<file path="src/rtl/regfile_dump_reader.sv">
// regfile_dump_reader
// Walks an inclusive register address range through one register-file read
// port. Each word is captured and presented as {out_addr, out_data} on a
// valid/ready stream. Ranges wrap modulo 2**ADDR_W, so first > last is
// legal. The block only reads the register file.
module regfile_dump_reader #(
    parameter int ADDR_W = 5,
    parameter int DATA_W = 32
) (
    input  logic              clk,
    input  logic              rst_n,
    input  logic              start,
    input  logic              abort,
    input  logic [ADDR_W-1:0] first_addr,
    input  logic [ADDR_W-1:0] last_addr,
    output logic [ADDR_W-1:0] rd_addr,
    input  logic [DATA_W-1:0] rd_data,
    output logic              out_valid,
    input  logic              out_ready,
    output logic [ADDR_W-1:0] out_addr,
    output logic [DATA_W-1:0] out_data,
    output logic              busy,
    output logic              done
);

    localparam logic [1:0] IDLE = 2'd0;
    localparam logic [1:0] READ = 2'd1;
    localparam logic [1:0] SEND = 2'd2;
    localparam logic [1:0] DONE = 2'd3;

    logic [1:0]        state;
    logic [1:0]        state_nxt;
    logic [ADDR_W-1:0] cur;
    logic [ADDR_W-1:0] last;
    logic              handshake;
    logic              at_last;

    assign handshake = out_valid & out_ready;
    assign at_last   = (cur == last);

    // cur is itself a register, so the read address is held for the whole READ cycle.
    assign rd_addr = cur;

    // State decode: both flags come straight from the state register.
    assign busy = (state != IDLE);
    assign done = (state == DONE);

    // Next-state selection; abort overrides everything, including start in IDLE.
    always_comb begin
        state_nxt = state;
        if (abort) begin
            state_nxt = IDLE;
        end else begin
            case (state)
                IDLE: if (start) state_nxt = READ;
                READ: state_nxt = SEND;
                SEND: if (handshake) state_nxt = at_last ? DONE : READ;
                DONE: state_nxt = IDLE;
                default: state_nxt = IDLE;
            endcase
        end
    end

    // State register.
    always_ff @(posedge clk or negedge rst_n) begin
        if (!rst_n) state <= IDLE;
        else        state <= state_nxt;
    end

    // Range walk: latch the range on an accepted start, advance after each accepted word.
    always_ff @(posedge clk or negedge rst_n) begin
        if (!rst_n) begin
            cur  <= '0;
            last <= '0;
        end else if (!abort) begin
            if (state == IDLE && start) begin
                cur  <= first_addr;
                last <= last_addr;
            end else if (state == SEND && handshake && !at_last) begin
                cur <= cur + ADDR_W'(1);
            end
        end
    end

    // Output valid: raised when a word is captured, dropped on handshake or abort.
    always_ff @(posedge clk or negedge rst_n) begin
        if (!rst_n) begin
            out_valid <= 1'b0;
        end else if (abort) begin
            out_valid <= 1'b0;
        end else if (state == READ) begin
            out_valid <= 1'b1;
        end else if (state == SEND && handshake) begin
            out_valid <= 1'b0;
        end
    end

    // Word capture: snapshot of the register at the READ cycle, held through SEND.
    always_ff @(posedge clk or negedge rst_n) begin
        if (!rst_n) begin
            out_addr <= '0;
            out_data <= '0;
        end else if (state == READ && !abort) begin
            out_addr <= cur;
            out_data <= rd_data;
        end
    end

endmodule

</file>
<file path="config.mk">
export PLATFORM = sky130hd
export DESIGN_NAME = regfile_dump_reader
export DESIGN_NICKNAME = d
export VERILOG_FILES = /design/src/rtl/regfile_dump_reader.sv
export SDC_FILE = /design/constraint.sdc
export NUM_CORES = 1
export LEC_CHECK = 0
export CAP_MARGIN = 30
export CORE_UTILIZATION = 53
export DETAILED_ROUTE_END_ITERATION = 16
export DONT_BUFFER_PORTS = 1
export PLACE_DENSITY = 0.75
export SETUP_SLACK_MARGIN = 0.5
export SLEW_MARGIN = 20
export SYNTH_ARGS = -nofsm -noshare
export SYNTH_HDL_FRONTEND = slang
export SYNTH_SLANG_ARGS = --single-unit
</file>
<file path="constraint.sdc">
create_clock -name clk -period 4.5 [get_ports clk]
set_clock_uncertainty 0.05 [all_clocks]
set_input_delay 0.9 -clock clk [delete_from_list [all_inputs] [get_ports clk]]
set_output_delay 0.9 -clock clk [all_outputs]
set_load 0.02 [all_outputs]
</file>
Yosys cells after proc, flatten, opt, wreduce, memory -nomap -nowiden
Cells that the tools add are included.
- output and inout port bits: 45
- register bits after elaboration: 50
- bits of input ports: 47
- word-level logic and storage cells: 38
- add/subtract/negate cells: 1
- bitwise gates (word level): 2
- equal/unequal tests: 6
- multiplexer cells: 10
- reductions and logical operators: 13
- operator list (kind ; count):
    $mux W5 ; 2
    $mux W2 ; 4
    $pmux W2 S4 ; 1
    $ne A3 B3 Y1 const B ; 2
    $reduce_and A2 Y1 ; 3
    $add A5 B1 Y5 const B ; 1
    $eq A5 B5 Y1 ; 1
    $eq A2 B2 Y1 const B ; 2
    $logic_and A1 B1 Y1 ; 4
    $reduce_bool A2 Y1 ; 2
    $mux W1 ; 3
    $reduce_bool A3 Y1 ; 1
    $eq A2 B1 Y1 const B ; 1
    $logic_not A1 Y1 ; 2
    $logic_not A2 Y1 ; 1
    $and A1 B1 Y1 ; 1
    $not A1 Y1 ; 1

Depth between registers and ports, before layout
Gate-level depths: netlist of the first run.
- word-level depth: 5
- mapped depth: 5
- depth with buffers taken out: 5

Worst setup path after synthesis of the first run
Ideal clock, no wire load.
- path type: input port to flip-flop
- from: input port abort
- to: register cur[1], in the netlist rd_addr[1]
- data arrival time: 2031 ps
- cell stages on the path: 5
- library setup time: 125 ps
- setup slack: 2294 ps
- data required time: 4325 ps
- path buffers: 1
- cells stage by stage: buf_4 -> nor4b_4 -> or3_4 -> o21ai_4 -> mux2_4
- cells in the longest elaborated chain, start to end: 2
- RTL lines (element ; RTL line ; source):
    start: declaration ; 13 ; input logic abort,
    $not A1 Y1 (no source line) ; -- ;
    $reduce_and A2 Y1 (no source line) ; -- ;
    end signal: assignment ; 77 ; cur <= first_addr;
    end signal: assignment ; 80 ; cur <= cur + ADDR_W'(1);
    end: declaration ; 33 ; logic [ADDR_W-1:0] cur;
No other way between the ends.
A chain may end at the register's enable or synchronous reset.

Final worst setup path of the first run
- from: register state[0]
- to: output port busy
- cells in the longest elaborated chain, start to end: 1
- RTL lines (element ; RTL line ; source):
    start: declaration ; 31 ; logic [1:0] state;
    start signal: assignment ; 67 ; else state <= state_nxt;
    $reduce_bool A2 Y1 ; 45 ; assign busy = (state != IDLE);
    end: declaration ; 22 ; output logic busy,
No other way between the ends.

==> results.py, run 1 <==
metrics = {
    "finish": {
        "antenna_cells": 0,
        "syn_to_final_growth_pct": 5.36,
        "layout_common_cells": "dfrtp_1, mux2_2, nand2_1, clkbuf_8",
        "instances_no_fill": 204,
        "nFillCells": 329,
        "drive_gt1_share_pct": 37.0,
        "layout_commonest_cell": "dfrtp_1",
        "fin_nets": 202,
        "utilization_pct": 57.8,
    },
    "critical_path": {
        "critPathCaptureType": "output port",
        "cp.arrival_ps": 1230,
        "path_buf_inv": 0,
        "cp_slowest_cell": "dfrtp_1",
        "crit_chain": "or2_2",
        "critPathLaunch": "state[0]",
        "cp_data_required_time_ps": 3550,
        "startpoint_type": "flip-flop",
        "critical_path_class": "flip-flop to output port",
        "crit_path_max_fanout": 9,
        "worstReg2RegStart": "state[0]",
        "cpPeakStageDelay_ps": 520,
        "critPathTopFamily": "flip-flops",
    },
    "drt": {
        "drc": 0,
        "via_count": 1237,
        "avgViaCountPerCell": 6.06,
        "wl_per_cell_um": 19.8,
        "ant_nets": 0,
        "drt-total-wl_um": 4030,
        "dr.pass1.iters": 6,
        "drt_iter0_drc": 55,
    },
    "sta": {
        "fmax_ghz": 0.459,
        "slew_headroom_pct": 62.8,
        "rsz0062_at_grt": "no",
        "worst_pin_slew_ps": 544,
        "finalCritPeriodShare_pct": 48.4,
        "period_minus_slack_ps": 2180,
        "finalSetupViolations": 0,
        "drv_slew": 0,
        "finalHoldViolations": 0,
        "fin_setup_tns_ps": 0,
    },
    "die": {
        "rows": 23,
        "start_util_pct": 54.8,
        "core_area_mm2": 0.00400,
        "die_w_um": 66.3,
        "ios": 92,
        "die-height_um": 66.3,
        "dieArea_mm2": 0.00440,
    },
    "clock_tree": {
        "numCtsBuffers": 5,
        "root_buffer": "clkbuf_8",
        "post-cts-setup-buffers": 0,
        "clk_pin_slew_ps": 80,
        "cts.repair.resized": 0,
        "clk_latency_ps": 290,
        "clk_path_buf_depth": 2,
        "h-tree-depth": 2,
        "cts_num_sinks": 50,
        "cts_tree": "built",
        "cts-hold-fix-buffers": 0,
    },
    "yosys": {
        "synth_cell_types": 34,
        "synth_edf_count": 0,
        "avgSynthCellArea_um2": 14.4,
        "yosysWarnings": 0,
        "synthArstFlopShare_pct": 100,
        "netlist_area_mm2": 0.00219,
        "synth_ff_type": "dfrtp_1",
        "yosysSeqAreaShare_pct": 57.0,
        "ys_ff_latch": 50,
        "synthesis.nets": 200,
        "synthCells": 152,
    },
    "grt": {
        "grt_pass1_vias": 1288,
        "grt_pass1_wl_um": 6070,
        "grt_overflow": 0,
        "grt_max_degree": 51,
        "track_usage_pct": 19.3,
        "antenna_found_initial": 0,
    },
    "power": {
        "p_per_area_mw_per_mm2": 607,
        "leakage_nw": 0.942,
        "peakVddDrop_uv": 298,
    },
    "place": {
        "io_buffers": 0,
        "gp_congestion": 0.796,
        "dp_hpwl_um": 2980,
        "dp.cells": 196,
    },
    "min_path": {
        "hold_class": "input pin to asynchronous set/reset pin",
    },
    "status": {
        "status": "complete, no violations",
    },
    "run": {
        "maxCapViolations": 0,
    },
}
==> registers in the layout, indices dropped and copies added (netlist names) <==
name	cells
last	5
out_addr	5
out_data	32
out_valid	1
rd_addr	5
state	2
==> worst register-to-register path, stage by stage (launching register included) <==
cell and delay, ps:
dfrtp_1 590, nand2b_1 210, nor2_4 380, buf_16 230, mux2_2 380
==> cells by family after synthesis <==
kind of cell             synth area share (%)
multiplexers                             22.2
AO/OA/AOI/OAI                            6.73
buffers and inverters                    2.40
flip-flops                               57.0
AND/OR/NAND/NOR                          9.01
XOR/XNOR                                 2.00
adder cells (fa/ha/maj)                 0.570
==> cell usage after synthesis (all sizes together) (2+ instances only) <==
library cell / number / share of area, %
a21oi: 4 / 0.91
nor3b: 2 / 0.91
nor3: 3 / 0.68
xnor2: 3 / 1.2
mux2: 43 / 22
buf: 6 / 2.4
nor2: 3 / 0.86
nand2b: 3 / 0.86
o211ai: 2 / 0.68
nand2: 8 / 1.4
nand3: 4 / 0.91
o2bb2ai: 3 / 1.2
nor2b: 2 / 0.57
xor2: 2 / 0.80
dfrtp: 50 / 57
==> per-layer routing <==
layer  wire, um  vias to the layer above  track usage, %  share of wire (%)
met5          0                        -               0                  0
met3        275                        8            7.24                6.8
met2       2280                       46            35.1                 57
met4         53                        0            7.71                1.3
met1       1420                      637            19.8                 35
li1           -                      546               -                  -
==> final timing paths <==
kind / slack, ps / to / cells after the start
max in group asynchronous: 4070 / out_data[6] / 0
worst min register to register: 480 / last[2] / 1
min in group clk: 480 / last[2] / 1
worst min-delay path: 240 / rd_addr[2] / 0
worst max register to register: 2560 / out_data[6] / 4
worst max-delay path: 2320 / busy / 1
==> where the power goes <==
part,internal (W),switching [W]
Sequential,0.000589,0.000303
Clock,0.000107,0.000133
Combinational,0.000163,0.000109
Total,0.000859,0.000545
==> cell type report <==
type | instances | area, um^2 | area share [%]
clock inverter | 1 | 7.51 | 0.325
clock buffer | 6 | 72.6 | 3.14
timing repair buffer | 1 | 27.5 | 1.19
multi-input combinational | 96 | 890 | 38.5
tap | 50 | 62.6 | 2.71
sequential | 50 | 1250 | 54.1
==> metrics by stage <==
stage | instance area (um^2) | setup slack (ps) | total power [W] | hold WS, ps
after floorplan | 2190 | 2290 | 0.00110 | 451
after global placement | 2200 | 2310 | 0.00115 | 463
after detailed placement | 2200 | 2240 | 0.00118 | 471
after CTS | 2280 | 2320 | 0.00142 | 232
after global routing | 2310 | 2270 | 0.00148 | 216
final | 2310 | 2320 | 0.00140 | 243
Note: power is estimated with default switching activity, not from simulation.
==> run 2, diff against run 1 <==
==> constraint.sdc (replaced) <==
create_clock -name clk -period 2.3 [get_ports clk]
set_clock_uncertainty 0.05 [all_clocks]
set_input_delay 0.46 -clock clk [delete_from_list [all_inputs] [get_ports clk]]
set_output_delay 0.46 -clock clk [all_outputs]
set_load 0.02 [all_outputs]
==> run 2 against run 1 <==
Effect of this change: register-to-register slack lost 2000 ps; clock power grew to 2.6 times the previous value; worst setup slack lost 1800 ps; power grew 110%; cell count grew 2.5%; non-clock buffer count grew 4; critical endpoint is now rd_addr[1].
==> results.py, run 2 (synthesis gave the netlist of run 1 again) <==
metrics = {
    "finish": {
        "utilization_pct": 59.7,
        "top_register": "out_data",
        "antenna_cells": 0,
        "layout_common_cells": "dfrtp_1, mux2_2, nand2_1, clkbuf_8",
        "layout_commonest_cell": "dfrtp_1",
        "largest_register_ffs": 32,
        "syn_to_final_growth_pct": 8.84,
        "fin_nets": 206,
        "drive_gt1_share_pct": 42.1,
    },
    "clock_tree": {
        "cts_num_sinks": 50,
        "h-tree-depth": 2,
        "cts_tree": "built",
        "numCtsBuffers": 5,
        "clk_path_buf_depth": 2,
        "clk_pin_slew_ps": 90,
        "post-cts-setup-buffers": 0,
        "root_buffer": "clkbuf_8",
        "clk_latency_ps": 300,
    },
    "critical_path": {
        "cp_data_required_time_ps": 2450,
        "critPathTopFamily": "flip-flops",
        "cp_slowest_cell": "dfrtp_2",
        "reg2reg_slack_ps": 530,
        "reg2regPathDepth": 4,
        "cp.arrival_ps": 1920,
        "cpPeakStageDelay_ps": 500,
        "critical_path_class": "flip-flop to flip-flop",
        "crit_chain": "xor2_1 -> or3_4 -> o21ai_4 -> mux2_4",
        "path_buf_inv": 0,
        "critPathCaptureType": "flip-flop",
        "worstReg2RegEnd": "rd_addr[1]",
        "crit_path_max_fanout": 5,
        "worstReg2RegStart": "rd_addr[4]",
        "startpoint_type": "flip-flop",
    },
    "die": {
        "die_w_um": 66.3,
        "dieArea_mm2": 0.00440,
        "core_area_mm2": 0.00400,
        "die-height_um": 66.3,
        "ios": 92,
        "start_util_pct": 54.8,
        "rows": 23,
    },
    "sta": {
        "finalHoldViolations": 0,
        "holdWs_ps": 164,
        "slew_headroom_pct": 67.2,
        "finalSetupViolations": 0,
        "fmax_ghz": 0.565,
        "drv_slew": 0,
        "rsz0062_at_grt": "yes",
        "period_minus_slack_ps": 1770,
        "fin_ws_ps": 529,
        "fin_setup_tns_ps": 0,
        "finalCritPeriodShare_pct": 77.0,
        "worst_pin_slew_ps": 489,
    },
    "status": {
        "status": "complete, no violations",
    },
    "drt": {
        "drc": 0,
        "avgViaCountPerCell": 5.95,
        "drt_iter0_drc": 91,
        "ant_nets": 0,
        "wl_per_cell_um": 20.1,
        "drt-total-wl_um": 4200,
        "dr.pass1.iters": 5,
        "via_count": 1243,
    },
    "min_path": {
        "min_from": "abort",
        "hold_class": "input pin to flip-flop",
        "holdPathStages": 1,
        "holdPathEnd": "state[1]",
    },
    "place": {
        "dp_hpwl_um": 3100,
        "gp_congestion": 0.782,
        "io_buffers": 0,
        "pre_cts_slack_ps": 478,
    },
    "grt": {
        "use_met2_pct": 36.2,
        "grtUsageMet1_pct": 23.2,
        "antenna_found_initial": 0,
        "grt_max_degree": 51,
        "grt_pass1_vias": 1328,
        "grt_pass1_wl_um": 6430,
        "grt-busiest-layer": "met2",
        "track_usage_pct": 20.7,
        "grt_overflow": 0,
        "met3_usage_pct": 7.07,
    },
    "power": {
        "peakVddDrop_uv": 561,
        "p_per_area_mw_per_mm2": 1240,
        "leakage_nw": 0.979,
    },
    "run": {
        "maxCapViolations": 0,
    },
}
==> run 2: cell type report <==
type	instances	area, um^2
tap	50	62.6
clock inverter	3	43.8
fill	347	1610
multi-input combinational	96	896
clock buffer	5	68.8
timing repair buffer	5	60.1
sequential	50	1260
==> run 2: worst max-delay path by stage <==
stage	startpoint	end	slack, ps	depth (start not counted)
CTS	state[1]	rd_addr[1]	500	4
global route	state[0]	rd_addr[1]	480	4
finish	rd_addr[4]	rd_addr[1]	530	4
global placement	rd_addr[4]	rd_addr[1]	510	4
floorplan	abort	rd_addr[1]	530	5
detailed placement	state[0]	rd_addr[1]	480	4
==> run 2: per-layer routing <==
metal | up-vias | share of wire (%)
met5 | - | 0
met4 | 0 | 1.5
met3 | 7 | 6.7
li1 | 558 | -
met1 | 624 | 38
met2 | 54 | 54
==> run 2: what timing repair did <==
| action | 4_1_cts | 5_1_grt |
|---|---|---|
| hold endpoints to repair | 50 | 0 |
| resized for setup | 3 | 3 |
| cloned | 0 | 0 |
| hold buffers | 2 | 0 |
| endpoints found under the setup margin | 2 | 2 |
==> run 2: report_power, final <==
part	leakage [nW]	internal, W	switching (W)
clock	0.0585	0.000326	0.000299
sequential	0.595	0.00116	0.000567
combinational	0.325	0.000335	0.000266
==> run 2: through the flow <==
stage / instance area, um^2 / std cells / total power (W)
final: 2390 / 209 / 0.00295
after global routing: 2390 / 209 / 0.00310
after CTS: 2380 / 209 / 0.00296
after detailed placement: 2230 / 199 / 0.00232
after global placement: 2230 / 199 / 0.00226
after floorplan: 2190 / 152 / 0.00215
==> run 3, diff against run 2 <==
--- a/config.mk
+++ b/config.mk
@@ -9,7 +9,7 @@
 export CORE_UTILIZATION = 53
 export DETAILED_ROUTE_END_ITERATION = 16
 export DONT_BUFFER_PORTS = 1
-export PLACE_DENSITY = 0.75
+export PLACE_DENSITY = 0.78
 export SETUP_SLACK_MARGIN = 0.5
 export SLEW_MARGIN = 20
 export SYNTH_ARGS = -nofsm -noshare
==> constraint.sdc (replaced) <==
create_clock -name clk -period 1.6 [get_ports clk]
set_clock_uncertainty 0.05 [all_clocks]
set_input_delay 0.32 -clock clk [delete_from_list [all_inputs] [get_ports clk]]
set_output_delay 0.32 -clock clk [all_outputs]
set_load 0.02 [all_outputs]
==> run 3 against run 2 <==
Effect of this change: the flow now finishes with violations (hold timing, setup timing); fmax increased by 6.9%; sequential cell count is the same; combinational power grew to 2.7 times the previous value; final area grew 26%; sequential power is 44% higher; critical endpoint unchanged; largest cell class unchanged; largest power group unchanged.
==> results.py, run 3 (synthesis gave the netlist of run 1 again) <==
metrics = {
    "min_path": {
        "hold_class": "input pin to asynchronous set/reset pin",
    },
    "grt": {
        "grtUsageMet1_pct": 25.3,
        "met3_usage_pct": 6.21,
        "grt_pass1_wl_um": 7250,
        "grt_pass1_vias": 1513,
        "antenna_found_initial": 0,
        "track_usage_pct": 22.8,
        "grt-busiest-layer": "met2",
        "use_met2_pct": 39.2,
        "grt_max_degree": 51,
        "grt_overflow": 0,
    },
    "die": {
        "ios": 92,
        "core_area_mm2": 0.00400,
        "start_util_pct": 54.8,
        "rows": 23,
        "dieArea_mm2": 0.00440,
        "die-height_um": 66.3,
        "die_w_um": 66.3,
    },
    "power": {
        "power.internal_w": 0.00318,
        "combPwrFrac_pct": 33.1,
        "swShare_pct": 36.4,
        "p_total_w": 0.00500,
        "peakVddDrop_uv": 1310,
        "power_frac_clock_pct": 17.5,
        "leakage_nw": 1.27,
        "p_per_area_mw_per_mm2": 1660,
        "p_switching_w": 0.00182,
        "seqPwrFrac_pct": 49.5,
    },
    "sta": {
        "finalCritPeriodShare_pct": 104,
        "fin_ws_ps": -56.8,
        "finalSetupViolations": 4,
        "holdWs_ps": -349,
        "fin_setup_tns_ps": -149,
        "rsz0062_at_grt": "yes",
        "fmax_ghz": 0.604,
        "finalHoldViolations": 50,
        "slew_headroom_pct": 67.3,
        "worst_pin_slew_ps": 489,
        "period_minus_slack_ps": 1660,
        "drv_slew": 0,
    },
    "place": {
        "dp_hpwl_um": 3240,
        "gp_congestion": 0.806,
        "place_area_mm2": 0.00250,
        "pre_cts_slack_ps": -14.6,
        "io_buffers": 0,
    },
    "critical_path": {
        "critical_path_class": "flip-flop to flip-flop",
        "crit_path_max_fanout": 3,
        "cp_data_required_time_ps": 1740,
        "critPathCaptureType": "flip-flop",
        "startpoint_type": "flip-flop",
        "cp.arrival_ps": 1790,
    },
    "finish": {
        "layout_commonest_cell": "mux2_4",
        "fin_nets": 232,
        "top_register": "out_data",
        "antenna_cells": 0,
        "design_area_mm2": 0.00302,
        "drive_gt1_share_pct": 78.4,
        "syn_to_final_growth_pct": 37.5,
        "nFillCells": 222,
        "layout_common_cells": "mux2_4, dfrtp_2, buf_4, buf_6",
        "largest_register_ffs": 32,
    },
    "drt": {
        "drt_iter0_drc": 94,
        "ant_nets": 0,
        "avgViaCountPerCell": 5.95,
        "dr.pass1.iters": 4,
        "wl_per_cell_um": 23.1,
        "via_count": 1399,
        "drt-total-wl_um": 5440,
        "drc": 0,
    },
    "clock_tree": {
        "h-tree-depth": 2,
        "cts_tree": "built",
        "root_buffer": "clkbuf_8",
        "clk_pin_slew_ps": 90,
        "cts_num_sinks": 50,
        "clk_path_buf_depth": 2,
        "numCtsBuffers": 5,
        "clk_latency_ps": 300,
    },
    "status": {
        "violations": "hold timing, setup timing",
        "status": "finished with violations",
    },
    "run": {
        "maxCapViolations": 0,
    },
}
run 3: changes by cell type in the layout (fill, tap and decap cells not counted), sizes merged:
cell         previous run  this run
clkbuf                  5        11
buf                     4        27
dlygate4sd3             1         0
inv                     1         0
clkinv                  1         0
run 3: power by group through the flow:
stage	logic (W)	clock network [W]	registers, W
floorplan	0.000872	0	0.00242
global placement	0.00122	0	0.00236
detailed placement	0.00127	0	0.00239
CTS	0.00147	0.000867	0.00246
global route	0.00174	0.000937	0.00252
finish	0.00165	0.000873	0.00247
run 3: cell type report:
class	count	area, um^2	share of cell area (%)
Multi-Input combinational cell	96	1150	38.0
Clock inverter	1	30.0	0.995
Timing Repair Buffer	31	397	13.1
Clock buffer	7	76.3	2.53
Tap cell	50	62.6	2.07
Sequential cell	50	1300	43.2
run 3: worst paths after layout:
| kind | startpoint | end | slack [ps] | cells past startpoint |
|---|---|---|---|---|
| setup / recovery | last[4] | rd_addr[1] | -60 | 4 |
| hold / removal | rst_n | out_addr[2] | -350 | 0 |
| setup reg to reg | last[4] | rd_addr[1] | -60 | 4 |
| hold reg to reg | last[2] | last[2] | 500 | 1 |
| max in group asynchronous | rst_n | out_data[13] | 1750 | 0 |
| min in group clk | abort | state[1] | 10 | 1 |
run 3: repair_timing:
item | 4_1_cts | 5_1_grt
cloned | 0 | 6
pin swaps | 9 | 5
endpoints found under the setup margin | 94 | 94
resized for setup | 57 | 17
buffers inserted | 5 | 4
hold endpoints to repair | 50 | 50
run 3: layer usage:
| layer | up-vias | part of all wire [%] |
|---|---|---|
| met5 | - | 0 |
| met4 | 0 | 2.4 |
| met3 | 13 | 7.1 |
| met2 | 82 | 52 |
| met1 | 692 | 38 |
| li1 | 612 | - |
run 3: metrics by stage:
stage	std cells	utilization (%)
after floorplan	152	-
after CTS	225	69.8
after global routing	235	75.4
final	235	75.4
after detailed placement	212	62.6
after global placement	212	62.6
run 3: worst max-delay path, stage by stage, from the launching register on:
cell     delay, ps
dfrtp_1        400
xor2_1         180
or3_4          400
o21ai_4        190
mux2_4         320
